**src/rtl/bp_pkg.sv**
```systemverilog
// bp_pkg: shared widths, update record and counter helper for the branch predictor
package bp_pkg;
  localparam int IDX_BITS = 7;
  localparam int TAG_BITS = 30;
  localparam logic [1:0] SNT = 2'b00;
  localparam logic [1:0] WNT = 2'b01;
  localparam logic [1:0] WT = 2'b10;
  localparam logic [1:0] ST = 2'b11;
  typedef struct packed {
    logic [IDX_BITS-1:0] idx;
    logic [TAG_BITS-1:0] tag;
    logic [29:0] target;
    logic [1:0] state;
  } upd_t;
  function automatic logic [1:0] next_state(logic [1:0] s, logic found, logic taken);
    return !found ? (taken ? WT : WNT) :
           taken ? (s == ST ? ST : s + 2'd1) : (s == SNT ? SNT : s - 2'd1);
  endfunction
endpackage

```
**src/rtl/bp_update_fifo.sv**
```systemverilog
// bp_update_fifo: 2-write/1-read queue of predictor table updates, pops whenever non-empty
module bp_update_fifo
  import bp_pkg::*;
#(
  parameter int DEPTH = 4
) (
  input  logic clk,
  input  logic rst,
  input  logic push_a,
  input  logic push_b,
  input  upd_t rec_a,
  input  upd_t rec_b,
  output upd_t head,
  output logic [$clog2(DEPTH+1)-1:0] count
);
  localparam int PW = $clog2(DEPTH);
  localparam int CW = $clog2(DEPTH + 1);
  upd_t mem [DEPTH];
  logic [PW-1:0] wp, rp;
  logic pop;
  assign pop = count != '0;
  assign head = mem[rp];
  // pointer and occupancy bookkeeping; lane a always takes the first free slot
  always_ff @(posedge clk) begin
    if (rst) begin
      wp <= '0;
      rp <= '0;
      count <= '0;
    end else begin
      wp <= wp + PW'(push_a) + PW'(push_b);
      rp <= rp + PW'(pop);
      count <= count + CW'(push_a) + CW'(push_b) - CW'(pop);
    end
  end
  // entry storage; unreset because entries are only visible while counted
  always_ff @(posedge clk) begin
    if (push_a) mem[wp] <= rec_a;
    if (push_b) mem[wp + PW'(push_a)] <= rec_b;
  end
  // the producer must honour stall_req so the queue never overflows
  assert property (@(posedge clk) disable iff (rst)
    int'(count) + int'(push_a) + int'(push_b) - int'(pop) <= DEPTH);
endmodule

```
**src/rtl/branch_resolve_unit.sv**
```systemverilog
// branch_resolve_unit: resolves dual-lane branch predictions in decode and queues table updates
module branch_resolve_unit
  import bp_pkg::*;
#(
  parameter int FIFO_DEPTH = 4
) (
  input  logic CLK,
  input  logic RST,
  input  logic stall,
  input  logic [31:0] fPC,
  input  logic a_fvalid,
  input  logic b_fvalid,
  input  logic a_ffound,
  input  logic b_ffound,
  input  logic a_fhit,
  input  logic b_fhit,
  input  logic [31:0] a_fpred,
  input  logic [31:0] b_fpred,
  input  logic [1:0] a_fstate,
  input  logic [1:0] b_fstate,
  input  logic a_isBranch,
  input  logic b_isBranch,
  input  logic a_taken,
  input  logic b_taken,
  input  logic [31:0] a_pcBranchD,
  input  logic [31:0] b_pcBranchD,
  output logic redirect,
  output logic [31:0] redirectPC,
  output logic a_dflush,
  output logic b_dflush,
  output logic stall_req,
  output logic upd_valid,
  output logic [IDX_BITS-1:0] upd_idx,
  output logic [TAG_BITS-1:0] upd_tag,
  output logic [29:0] upd_target,
  output logic [1:0] upd_state
);
  logic [31:0] d_pc, a_dpred, b_dpred, pc_b, pc_b4;
  logic a_dvalid, b_dvalid, a_dfound, b_dfound, a_dhit, b_dhit;
  logic [1:0] a_dstate, b_dstate;
  logic a_mis, b_mis, push_a, push_b;
  upd_t rec_a, rec_b, head;
  logic [$clog2(FIFO_DEPTH+1)-1:0] count;
  // F->D capture; a redirect squashes whatever fetch delivered this cycle
  always_ff @(posedge CLK) begin
    if (RST) begin
      a_dvalid <= 1'b0;
      b_dvalid <= 1'b0;
      d_pc <= '0;
      a_dfound <= 1'b0;
      b_dfound <= 1'b0;
      a_dhit <= 1'b0;
      b_dhit <= 1'b0;
      a_dpred <= '0;
      b_dpred <= '0;
      a_dstate <= '0;
      b_dstate <= '0;
    end else if (!stall) begin
      a_dvalid <= a_fvalid && !redirect;
      b_dvalid <= b_fvalid && !redirect;
      d_pc <= fPC;
      a_dfound <= a_ffound;
      b_dfound <= b_ffound;
      a_dhit <= a_fhit;
      b_dhit <= b_fhit;
      a_dpred <= a_fpred;
      b_dpred <= b_fpred;
      a_dstate <= a_fstate;
      b_dstate <= b_fstate;
    end
  end
  // mispredict detection, redirect selection and update record formation
  always_comb begin
    pc_b = d_pc + 32'd4;
    pc_b4 = d_pc + 32'd8;
    a_mis = a_dvalid && (a_isBranch ? (a_dhit != a_taken || (a_taken && a_dpred != a_pcBranchD)) : a_dhit);
    b_mis = b_dvalid && (b_isBranch ? (b_dhit != b_taken || (b_taken && b_dpred != b_pcBranchD)) : b_dhit);
    redirect = a_mis || b_mis;
    redirectPC = a_mis ? (a_taken ? a_pcBranchD : pc_b) : b_mis ? (b_taken ? b_pcBranchD : pc_b4) : '0;
    a_dflush = a_mis;
    b_dflush = redirect;
    push_a = !stall && a_dvalid && a_isBranch;
    push_b = !stall && b_dvalid && b_isBranch && !a_mis;
    rec_a = '{idx: d_pc[IDX_BITS+1:2], tag: d_pc[31:2],
              target: a_taken ? a_pcBranchD[31:2] : pc_b[31:2],
              state: next_state(a_dstate, a_dfound, a_taken)};
    rec_b = '{idx: pc_b[IDX_BITS+1:2], tag: pc_b[31:2],
              target: b_taken ? b_pcBranchD[31:2] : pc_b4[31:2],
              state: next_state(b_dstate, b_dfound, b_taken)};
  end
  bp_update_fifo #(.DEPTH(FIFO_DEPTH)) u_fifo (
    .clk(CLK),
    .rst(RST),
    .push_a(push_a),
    .push_b(push_b),
    .rec_a(rec_a),
    .rec_b(rec_b),
    .head(head),
    .count(count)
  );
  // table write port driven from the queue head, zeroed while empty
  always_comb begin
    upd_valid = count != '0;
    upd_idx = upd_valid ? head.idx : '0;
    upd_tag = upd_valid ? head.tag : '0;
    upd_target = upd_valid ? head.target : '0;
    upd_state = upd_valid ? head.state : '0;
    stall_req = int'(count) >= FIFO_DEPTH - 1;
  end
endmodule
```
**config.mk**
```make
export PLATFORM = sky130hd
export DESIGN_NAME = branch_resolve_unit
export DESIGN_NICKNAME = d
export VERILOG_FILES = /design/src/rtl/bp_pkg.sv /design/src/rtl/bp_update_fifo.sv /design/src/rtl/branch_resolve_unit.sv
export SDC_FILE = /design/constraint.sdc
export NUM_CORES = 1
export LEC_CHECK = 0
export CELL_PAD_IN_SITES_DETAIL_PLACEMENT = 0
export CELL_PAD_IN_SITES_GLOBAL_PLACEMENT = 1
export CORE_MARGIN = 4
export CORE_UTILIZATION = 29
export DETAILED_ROUTE_END_ITERATION = 6
export PLACE_DENSITY_LB_ADDON = 0.15
export SETUP_SLACK_MARGIN = 0.3
export SYNTH_ARGS = -nofsm -noshare
export SYNTH_HDL_FRONTEND = slang
export SYNTH_SLANG_ARGS = --single-unit
```
**constraint.sdc**
```tcl
create_clock -name CLK -period 22.8 [get_ports CLK]
set_input_delay 3.42 -clock CLK [delete_from_list [all_inputs] [get_ports CLK]]
set_output_delay 3.42 -clock CLK [all_outputs]
set_load 0.02 [all_outputs]
```
* After elaboration in Yosys (flattened, before gate mapping)
Memories as Yosys holds them, arrays and structs flattened. A register that Yosys moved wholly into a read port is not among the register bits.
Cells that the tools add are included.
** Storage, ports and cells
- Flip-flop bits (word level) :: 113
- Memory bits (writable) :: 276
- Output and inout port bits :: 106
- Memories kept :: 1
** Memories
- u_fifo.mem :: words 4, width 69, rd ports 1, clocked after Yosys merged registers in 1, wr ports 2, line bp_update_fifo.sv:18 : upd_t mem [DEPTH];
** Operators by class
- Add/sub/neg operators :: 12
- Order comparisons :: 1
- Equality and inequality tests :: 6
- Mux-type cells :: 27
- Reductions and logical operators :: 20
** Operators by type and width (number)
- $mux W32 :: 4
- $mux W30 :: 4
- $ne A32 B32 Y1 :: 2
- $add A32 B3 Y32 const B :: 1
- $add A32 B4 Y32 const B :: 1
- $mux W2 :: 12
- $logic_and A1 B1 Y1 :: 11
- $mux W7 :: 1
- $add A2 B1 Y2 :: 3
- $add A3 B1 Y3 :: 2
- $mux W1 :: 6
- $add A2 B1 Y2 const B :: 2
- $eq A2 B2 Y1 const B :: 2
- $logic_not A2 Y1 :: 2
- $sub A2 B1 Y2 const B :: 2
- $ge A3 B2 Y1 const B :: 1
- $logic_not A1 Y1 :: 3
- $logic_or A1 B1 Y1 :: 3
- $reduce_bool A3 Y1 :: 1
- $sub A3 B1 Y3 :: 1
- $ne A1 B1 Y1 :: 2

* Logic depth before layout (Yosys ltp)
Gate-level depths: netlist of the first run.
- Depth after elaboration :: 9
- Depth in mapped cells :: 15
- Depth with buffers taken out :: 12

* Modules after synthesis
A second synthesis of the first run with hierarchy kept.
** Second synthesis, totals
- Cells, all modules :: 1623
- Area, all modules :: 21296.7 µm²
** Modules (own cells, without submodules)
- bp_update_fifo :: times used 1, cells each 709, area an instance 13780.7 µm², seq. area each 8428.1 µm²
- branch_resolve_unit :: times used 1, cells each 914, area an instance 7516.0 µm², seq. area each 2122.0 µm²

* Worst setup path after synthesis of the first run
OpenSTA, ideal clock, no wires.
- Path kind :: input to register
- Start point :: input stall
- End point :: memory u_fifo.mem[0][0] (netlist name), enable pin
- Setup time :: 0.652 ns
- Arrival :: 10.183 ns
- Setup slack :: 11.965 ns
- Stages :: 3
- Path buffers :: 2
- Path through :: clkbuf_1 > buf_1 > o41ai_1
** RTL lines
- start: declaration :: line branch_resolve_unit.sv:9 : input logic stall,
- end: declaration :: line bp_update_fifo.sv:18

* Final worst setup path of the first run
- Start point :: input a_pcBranchD[19]
- End point :: output redirectPC[11]
** On the way
- Longest elaborated chain between the ends :: 6
** Ends and longest elaborated chain
- start: declaration :: line branch_resolve_unit.sv:25 : input logic [31:0] a_pcBranchD,
- $ne A32 B32 Y1 :: line branch_resolve_unit.sv:76 : a_mis = a_dvalid && (a_isBranch ? (a_dhit != a_taken || (a_taken && a_dpred != a_pcBranchD)) : a_dhit);
- $logic_and A1 B1 Y1 :: line branch_resolve_unit.sv:76
- $logic_or A1 B1 Y1 :: line branch_resolve_unit.sv:76
- $mux W1 :: line branch_resolve_unit.sv:76
- $logic_and A1 B1 Y1 :: line branch_resolve_unit.sv:76
- $mux W32 :: line branch_resolve_unit.sv:79 : redirectPC = a_mis ? (a_taken ? a_pcBranchD : pc_b) : b_mis ? (b_taken ? b_pcBranchD : pc_b4) : '0;
- end: declaration :: line branch_resolve_unit.sv:28 : output logic [31:0] redirectPC,
Every way passes these cells.

==> flow_summary.toml, run 1 <==
[cts]
cts_buffers = 45
post_cts_buffers = 0
cts.repair.resized = 0
cts.path.max_buffers = 3
clk_pin_slew_ns = 0.05
cts_max_level = 2
clock_latency_ns = 0.59
cts_hold_buf = 0
cts.sinks = 361
cts_tree = "done"
cts_root_buf = "clkbuf_16"

[setup_path]
worst_path_largest_cell_delay_ns = 0.87
slowest_stage = "nor4_1"
crit_buf_inv = 4
arrival_ns = 7.54
start_kind = "primary input"
crit_top_cell = "clkdlybuf4s50_1"
crit_path_end_kind = "output pin"
path_delay_family = "simple AND/OR/NAND/NOR gates"
crit_required_ns = 19.38
worstPathMaxFanout = 36
crit_type = "primary input to output pin"
cp_cell_sequence = "clkdlybuf4s50_1 > xor2_1 > nor4_1 > nand3b_1 > nor3_1 > buf_4 > or2_2 > inv_1 > o2bb2ai_1 > clkdlybuf4s50_1"

[sta]
rsz0062_at_grt = "false"
skew_ns = 0.0215
hold_ws_ns = 0.517
fin_crit_sh = 0.481
min_period_ns = 10.96
setup_violations = 0
drv_slew = 0
finalSetupTns_ns = 0
timing.slew.headroom = 0.242
fin_ws_ns = 11.84
hold_viol = 0
tightest_slew_ns = 1.14
max_freq_ghz = 0.0912

[routing]
drc = 0
ant_nets = 0
vias_per_cell = 5.13
dr_total_vias = 14300
wl_mm = 77.0
drt_iter0_drc = 993
wl_per_cell_um = 27.5
first_pass_iters = 5

[die]
io_pins = 283
dieWidth_um = 271
core.rowCount = 96
dieArea_sq_um = 73200
fp.dieH_um = 271
start_util = 0.292
core_area_sq_um = 68500

[power]
ir_drop_mv = 0.0801
powerDensity_nw_per_um2 = 86.6
p_leak_uw = 0.00905
p_total_uw = 2160

[yosys]
synth-edff-count = 248
synth_warnings = 0
syn-num-nets = 1851
synthArstFlopShare = 0
synth.top_cell.area_share = 0.373
post-synth-top-area-cell = "edfxtp_1"
synth.mux.area_fraction = 0.216
synth-compound-area-share = 0.0434
avgSynthCellArea_sq_um = 12.0
synth_area_leaders = "edfxtp_1 (37%), mux2i_1 (13%), dfxtp_1 (11%)"
synthXorXnorAreaFrac = 0.0954
ys_ff_latch = 361
synth_area_sq_um = 20000
synth-main-ff-cell = "edfxtp_1"
syn_inst = 1665
synth_top_family_by_area = "multiplexers"
synth-adder-area-share = 0.00638
synth_cell_types = 61
ys_seq_area_frac = 0.486
synth_simple_gate_area_frac = 0.116

[place]
place_ws_ns = 11.94
post_dp_cell_area_sq_um = 23500
hpwl_mm = 53.3
routabilityCongestion = 0.779
numPortBuffers = 282

[grt]
first_global_vias = 14600
grt_pass1_wl_mm = 109
grt_max_degree = 62
grt_overflow = 0
grt.total_usage = 0.204
antenna_found_initial = 3

[worst_hold_path]
worstHoldPathType = "register to register"

[layout]
drive_above_1_share = 0.121
n_fill_cell = 6744
nets = 2063
area_growth_pct = 24.7
n_antenna_cell = 0
final_cell_area_sq_um = 24900

[flow_run]
max_cap_viol_count = 0

[run_status]
status = "finished clean"
layer usage:
| layer | up-vias | wire length [um] | GRT usage |
|---|---|---|---|
| li1 | 6523 | - | - |
| met4 | 4 | 2060 | 0.0576 |
| met1 | 7305 | 33300 | 0.268 |
| met3 | 87 | 4310 | 0.0386 |
| met2 | 423 | 37300 | 0.346 |
| met5 | - | 26 | 0 |
where the power goes:
group / internal [uW] / leakage (uW) / switching [uW]
Clock: 407 / 0.000699 / 295
Combinational: 321 / 0.00515 / 361
Sequential: 723 / 0.00320 / 52.1
logic make-up after synthesis:
| family | Yosys count |
|---|---|
| and+or+nand+nor | 421 |
| DFF | 361 |
| muxes | 351 |
| xor gates and xnor gates | 217 |
| buffers and inverters | 159 |
| AOI/OAI and AO/OA | 147 |
| adders and majority gates | 9 |
worst reg2reg max path, cell delays in order (launching register included):
cell and delay [ns]:
dfxtp_1 0.32, xor2_1 0.22, nor4_1 0.87, nand3b_1 0.36, nor3_1 0.25, buf_4 0.22
or2_2 0.75, nand2_1 0.14, ha_1 0.33, inv_1 0.05, fa_1 0.37, fa_1 0.39
xnor2_1 0.14, nor2_1 0.05
area by class of cell:
class,count,area [sq um],share of cell area
clock inverters,16,109,0.00436
flip-flops and latches,361,9710,0.390
clock buffers,67,1310,0.0525
well taps,882,1100,0.0443
repair buffers,311,3030,0.122
inverters,13,48.8,0.00196
multi-input cells,1145,9620,0.386
worst paths after layout:
| kind | start | endpoint | cells after the start | slack, ns |
|---|---|---|---|---|
| setup / recovery | a_pcBranchD[19] | redirectPC[11] | 10 | 11.84 |
| hold / removal | a_dpred[12] | a_dpred[12] | 2 | 0.52 |
| setup reg to reg | a_dpred[19] | u_fifo.count[2] | 13 | 18.20 |
| hold reg to reg | a_dpred[12] | a_dpred[12] | 2 | 0.52 |
registers in the layout (all words and copies together) (netlist names):
| name | flops |
|---|---|
| b_dfound | 1 |
| a_dpred | 32 |
| d_pc | 32 |
| a_dfound | 1 |
| b_dpred | 32 |
| a_dvalid | 1 |
| b_dvalid | 1 |
| a_dhit | 1 |
| a_dstate | 2 |
| u_fifo.rp | 2 |
| u_fifo.mem | 248 |
| b_dstate | 2 |
| u_fifo.wp | 2 |
| b_dhit | 1 |
| u_fifo.count | 3 |
placed cells by master (no fill, tap or decap), drive strengths merged, types with 2 or more instances in the layout:
master	instances
nand2b	6
nand2	33
edfxtp	248
clkinv	12
and3	8
or2	2
ha	7
and4	5
dfxtp	113
nor3	53
a31o	3
and2	6
mux2i	264
nand4	27
o22ai	32
a21oi	29
mux2	25
or3	4
a31oi	3
nor2b	68
nor3b	8
xnor2	130
clkdlybuf4s50	279
mux4	62
clkbuf	67
inv	15
nor2	147
nand3	24
o221ai	2
fa	2
nor4	27
xor2	87
a41oi	2
o31ai	3
o21ai	54
buf	32
o21bai	11
metrics by stage:
step / util / cells
detailed placement: 0.344 / 2712
CTS: 0.364 / 2795
finish: 0.364 / 2795
floorplan: - / 1665
global route: 0.364 / 2795
global placement: 0.344 / 2712
cell usage after synthesis (11+ instances only):
master,n
mux2_2,21
buf_2,28
o21ai_0,54
nor2b_1,68
mux4_2,62
o22ai_1,32
mux2i_1,264
inv_1,11
buf_4,11
nand2_1,33
o21bai_1,11
clkbuf_1,63
nor3_2,11
nor4_1,17
xor2_1,86
nor3_1,42
buf_1,36
a21oi_1,29
edfxtp_1,248
xnor2_1,130
nor2_1,145
nand4_1,26
nand3_1,23
dfxtp_1,113
Note: power is estimated with default switching activity, not from simulation.
==> inputs of run 2 (changes only) <==
- clock period: 22.8 -> 11.05 ns (I/O delays scaled with it)
==> flow_summary.toml, run 2 (synthesis results as in run 1) <==
[run_status]
status = "finished clean"

[power]
p_total_uw = 4470
p_leak_uw = 0.00905
powerDensity_nw_per_um2 = 179
ir_drop_mv = 0.0984

[routing]
wl_per_cell_um = 27.5
wl_mm = 76.9
drc = 0
vias_per_cell = 5.08
ant_nets = 0
drt_iter0_drc = 963
first_pass_iters = 5
dr_total_vias = 14200

[sta]
finalSetupTns_ns = 0
tightest_slew_ns = 1.14
skew_ns = 0.0214
timing.slew.headroom = 0.243
min_period_ns = 7.38
hold_viol = 0
max_freq_ghz = 0.136
drv_slew = 0
rsz0062_at_grt = "false"
setup_violations = 0
fin_crit_sh = 0.668

[cts]
clk_pin_slew_ns = 0.06
clock_latency_ns = 0.60
cts.path.max_buffers = 3
cts_buffers = 46
post_cts_buffers = 0
cts.sinks = 361
cts_tree = "done"
cts_max_level = 2
cts_root_buf = "clkbuf_16"
cts_hold_buf = 0
cts.repair.resized = 0

[layout]
largest_reg_flops = 248
drive_above_1_share = 0.117
area_growth_pct = 24.9
multi_input_area_sq_um = 9620
nets = 2064
final_common_cell = "clkdlybuf4s50_1"
final_cell_mix = "clkdlybuf4s50_1 (279), mux2i_1 (264), edfxtp_1 (248)"
n_fill_cell = 6694
regArea_sq_um = 9710
regMostFlops = "u_fifo.mem"

[setup_path]
r2r_start = "a_dpred[19]"
arrival_ns = 5.72
worstRegToRegCells = 13
r2r_end = "u_fifo.count[2]"
rrSetupSlack_ns = 6.50
crit_path_end_kind = "output pin"
startpoint = "a_pcBranchD[19]"
worstPathMaxFanout = 36
crit_required_ns = 9.39
start_kind = "primary input"
crit_type = "primary input to output pin"

[die]
dieWidth_um = 271
dieArea_sq_um = 73200
core.rowCount = 96
fp.dieH_um = 271
start_util = 0.292
core_area_sq_um = 68500
io_pins = 283

[grt]
grt.total_usage = 0.205
grt_pass1_wl_mm = 109
grt_max_degree = 68
antenna_found_initial = 2
grt_overflow = 0
first_global_vias = 14800

[worst_hold_path]
worstHoldPathType = "register to register"
min_to = "b_dpred[29]"
worstHoldStart = "b_dpred[29]"
hold_depth = 2

[place]
hpwl_mm = 53.4
numPortBuffers = 282
routabilityCongestion = 0.786

[flow_run]
max_cap_viol_count = 0
run 2: cell count changes in the layout (fill, tap and decap cells not counted), sizes merged:
cell	delta
bufinv	+1
clkinvlp	-1
inv	+1
diode	+1
clkinv	+2
run 2: critical path, cell delays in order:
cell	delay (ns)
clkdlybuf4s50_1	0.45
xor2_1	0.22
nor4_1	0.85
nand3b_1	0.37
nor3_1	0.24
buf_4	0.22
or2_2	0.75
inv_1	0.19
o2bb2ai_1	0.18
clkdlybuf4s50_1	0.56
run 2: how the worst max path moves through the flow:
stage / endpoint / slack (ns) / cells after the start
3_5_place_dp: redirectPC[11] / 3.71 / 10
5_1_grt: redirectPC[11] / 3.40 / 10
4_1_cts: redirectPC[11] / 3.69 / 10
2_1_floorplan: u_fifo.mem[0][0] / 1.98 / 3
6_report: redirectPC[11] / 3.67 / 10
3_3_place_gp: redirectPC[11] / 3.75 / 10
run 2: final cells by class:
type / instances / area share
sequential: 361 / 0.389
multi-input combinational: 1145 / 0.385
timing repair buffer: 311 / 0.122
clock buffer: 67 / 0.0517
tap: 882 / 0.0442
clock inverter: 19 / 0.00621
inverter: 13 / 0.00195
antenna: 1 / 0.000100
run 2: metrics by stage:
stage	setup slack, ns	hold WS (ns)	area (sq um)	std cells	utilization
2_1_floorplan	1.98	0.472	20000	1665	-
3_3_place_gp	3.75	0.497	23500	2712	0.344
3_5_place_dp	3.71	0.506	23500	2712	0.344
4_1_cts	3.69	0.519	25000	2798	0.365
5_1_grt	3.40	0.541	25000	2799	0.365
6_report	3.67	0.518	25000	2799	0.365
run 2: power breakdown:
group,internal [uW],switching (uW)
logic,663,758
clock network,858,610
registers,1490,93.5
run 2: routing by layer:
| layer | global-route usage | vias to the layer above | part of all wire |
|---|---|---|---|
| met5 | 0 | - | 0 |
| met4 | 0.0559 | 0 | 0.026 |
| met3 | 0.0351 | 83 | 0.047 |
| met2 | 0.343 | 381 | 0.48 |
| met1 | 0.274 | 7215 | 0.45 |
| li1 | - | 6536 | - |
==> inputs of run 3 (changes only) <==
- clock period: 11.05 -> 7.4 ns (I/O delays scaled with it)
==> flow_summary.toml, run 3 (synthesis results as in run 1) <==
[routing]
vias_per_cell = 5.11
dr_total_vias = 14400
drc = 0
drt_iter0_drc = 917
wl_mm = 77.4
ant_nets = 0
first_pass_iters = 5
wl_per_cell_um = 27.5

[setup_path]
crit_path_end_kind = "output pin"
worstPathMaxFanout = 19
arrival_ns = 4.99
start_kind = "primary input"
crit_type = "primary input to output pin"
crit_required_ns = 6.29

[layout]
drive_above_1_share = 0.128
largest_reg_flops = 248
regArea_sq_um = 9710
final_common_cell = "clkdlybuf4s50_1"
regMostFlops = "u_fifo.mem"
utilization = 0.367
area_growth_pct = 25.7
final_cell_mix = "clkdlybuf4s50_1 (279), mux2i_1 (264), edfxtp_1 (248)"
multi_input_area_sq_um = 9640
final_cell_area_sq_um = 25100
nets = 2078
n_fill_cell = 6746

[cts]
cts_tree = "done"
cts_max_level = 2
cts.sinks = 361
cts.repair.resized = 0
cts_hold_buf = 0
clk_pin_slew_ns = 0.06
cts_buffers = 46
clock_latency_ns = 0.58
cts_root_buf = "clkbuf_16"
post_cts_buffers = 0
cts.path.max_buffers = 3

[die]
fp.dieH_um = 271
dieArea_sq_um = 73200
start_util = 0.292
dieWidth_um = 271
io_pins = 283
core.rowCount = 96
core_area_sq_um = 68500

[place]
post_dp_cell_area_sq_um = 23700
hpwl_mm = 54.1
numPortBuffers = 282
routabilityCongestion = 0.786

[grt]
grt_pass1_wl_mm = 110
grt_overflow = 0
grt_max_degree = 78
antenna_found_initial = 5
first_global_vias = 14700
grt.total_usage = 0.206

[sta]
min_period_ns = 6.10
hold_ws_ns = 0.517
max_freq_ghz = 0.164
setup_violations = 0
timing.slew.headroom = 0.249
rsz0062_at_grt = "false"
fin_crit_sh = 0.824
hold_viol = 0
skew_ns = 0.0152
drv_slew = 0
finalSetupTns_ns = 0
tightest_slew_ns = 1.12

[power]
powerDensity_nw_per_um2 = 267
p_total_uw = 6720
ir_drop_mv = 0.172
p_leak_uw = 0.00915

[run_status]
status = "finished clean"

[worst_hold_path]
worstHoldPathType = "register to register"

[flow_run]
max_cap_viol_count = 0
## run 3: changes by cell type in the layout (fill, tap and decap cells not counted), sizes merged
cell	before	now
buf	32	46
bufinv	2	3
clkbuf	67	66
clkinv	14	15
diode	1	2
inv	16	14
## run 3: report_power, final
group	leakage, uW	internal [uW]	switching [uW]
registers	0.00320	2230	143
logic	0.00522	994	1130
clock network	0.000726	1320	899
total	0.00915	4540	2180
## run 3: area by class of cell
cell class	count	share of cell area
antenna	2	0.000199
clock buffer	66	0.0516
clock inverter	19	0.00667
inverter	13	0.00194
multi-input combinational	1145	0.384
sequential	361	0.387
tap	882	0.0439
timing repair buffer	325	0.125
## run 3: per-stage QoR
step / cells / setup WS, ns
after global placement: 2726 / 1.46
after detailed placement: 2726 / 1.40
final: 2813 / 1.30
after global routing: 2811 / 1.05
after floorplan: 1665 / 0.611
after CTS: 2811 / 1.27
## run 3: critical path: stages
cell,delay (ns)
clkdlybuf4s50_1,0.49
xor2_1,0.21
nor4_1,0.81
nand2_1,0.35
nor3_1,0.36
or2_2,0.53
buf_4,0.37
o22ai_1,0.15
clkdlybuf4s50_1,0.59
## run 3: final timing paths
path,startpoint,to,cells past startpoint,slack (ns)
worst max-delay path,a_pcBranchD[4],redirectPC[13],9,1.30
worst max register to register,a_dpred[23],u_fifo.mem[1][26],7,3.20
worst min register to register,a_dpred[25],a_dpred[25],2,0.52
worst min-delay path,a_dpred[25],a_dpred[25],2,0.52
## run 3: metal layers
layer  up-vias  GRT usage  part of all wire
met5         -          0           0.00034
met3        82     0.0331             0.049
met4         4     0.0520             0.023
met1      7304      0.282              0.45
li1       6554          -                 -
met2       426      0.342              0.47
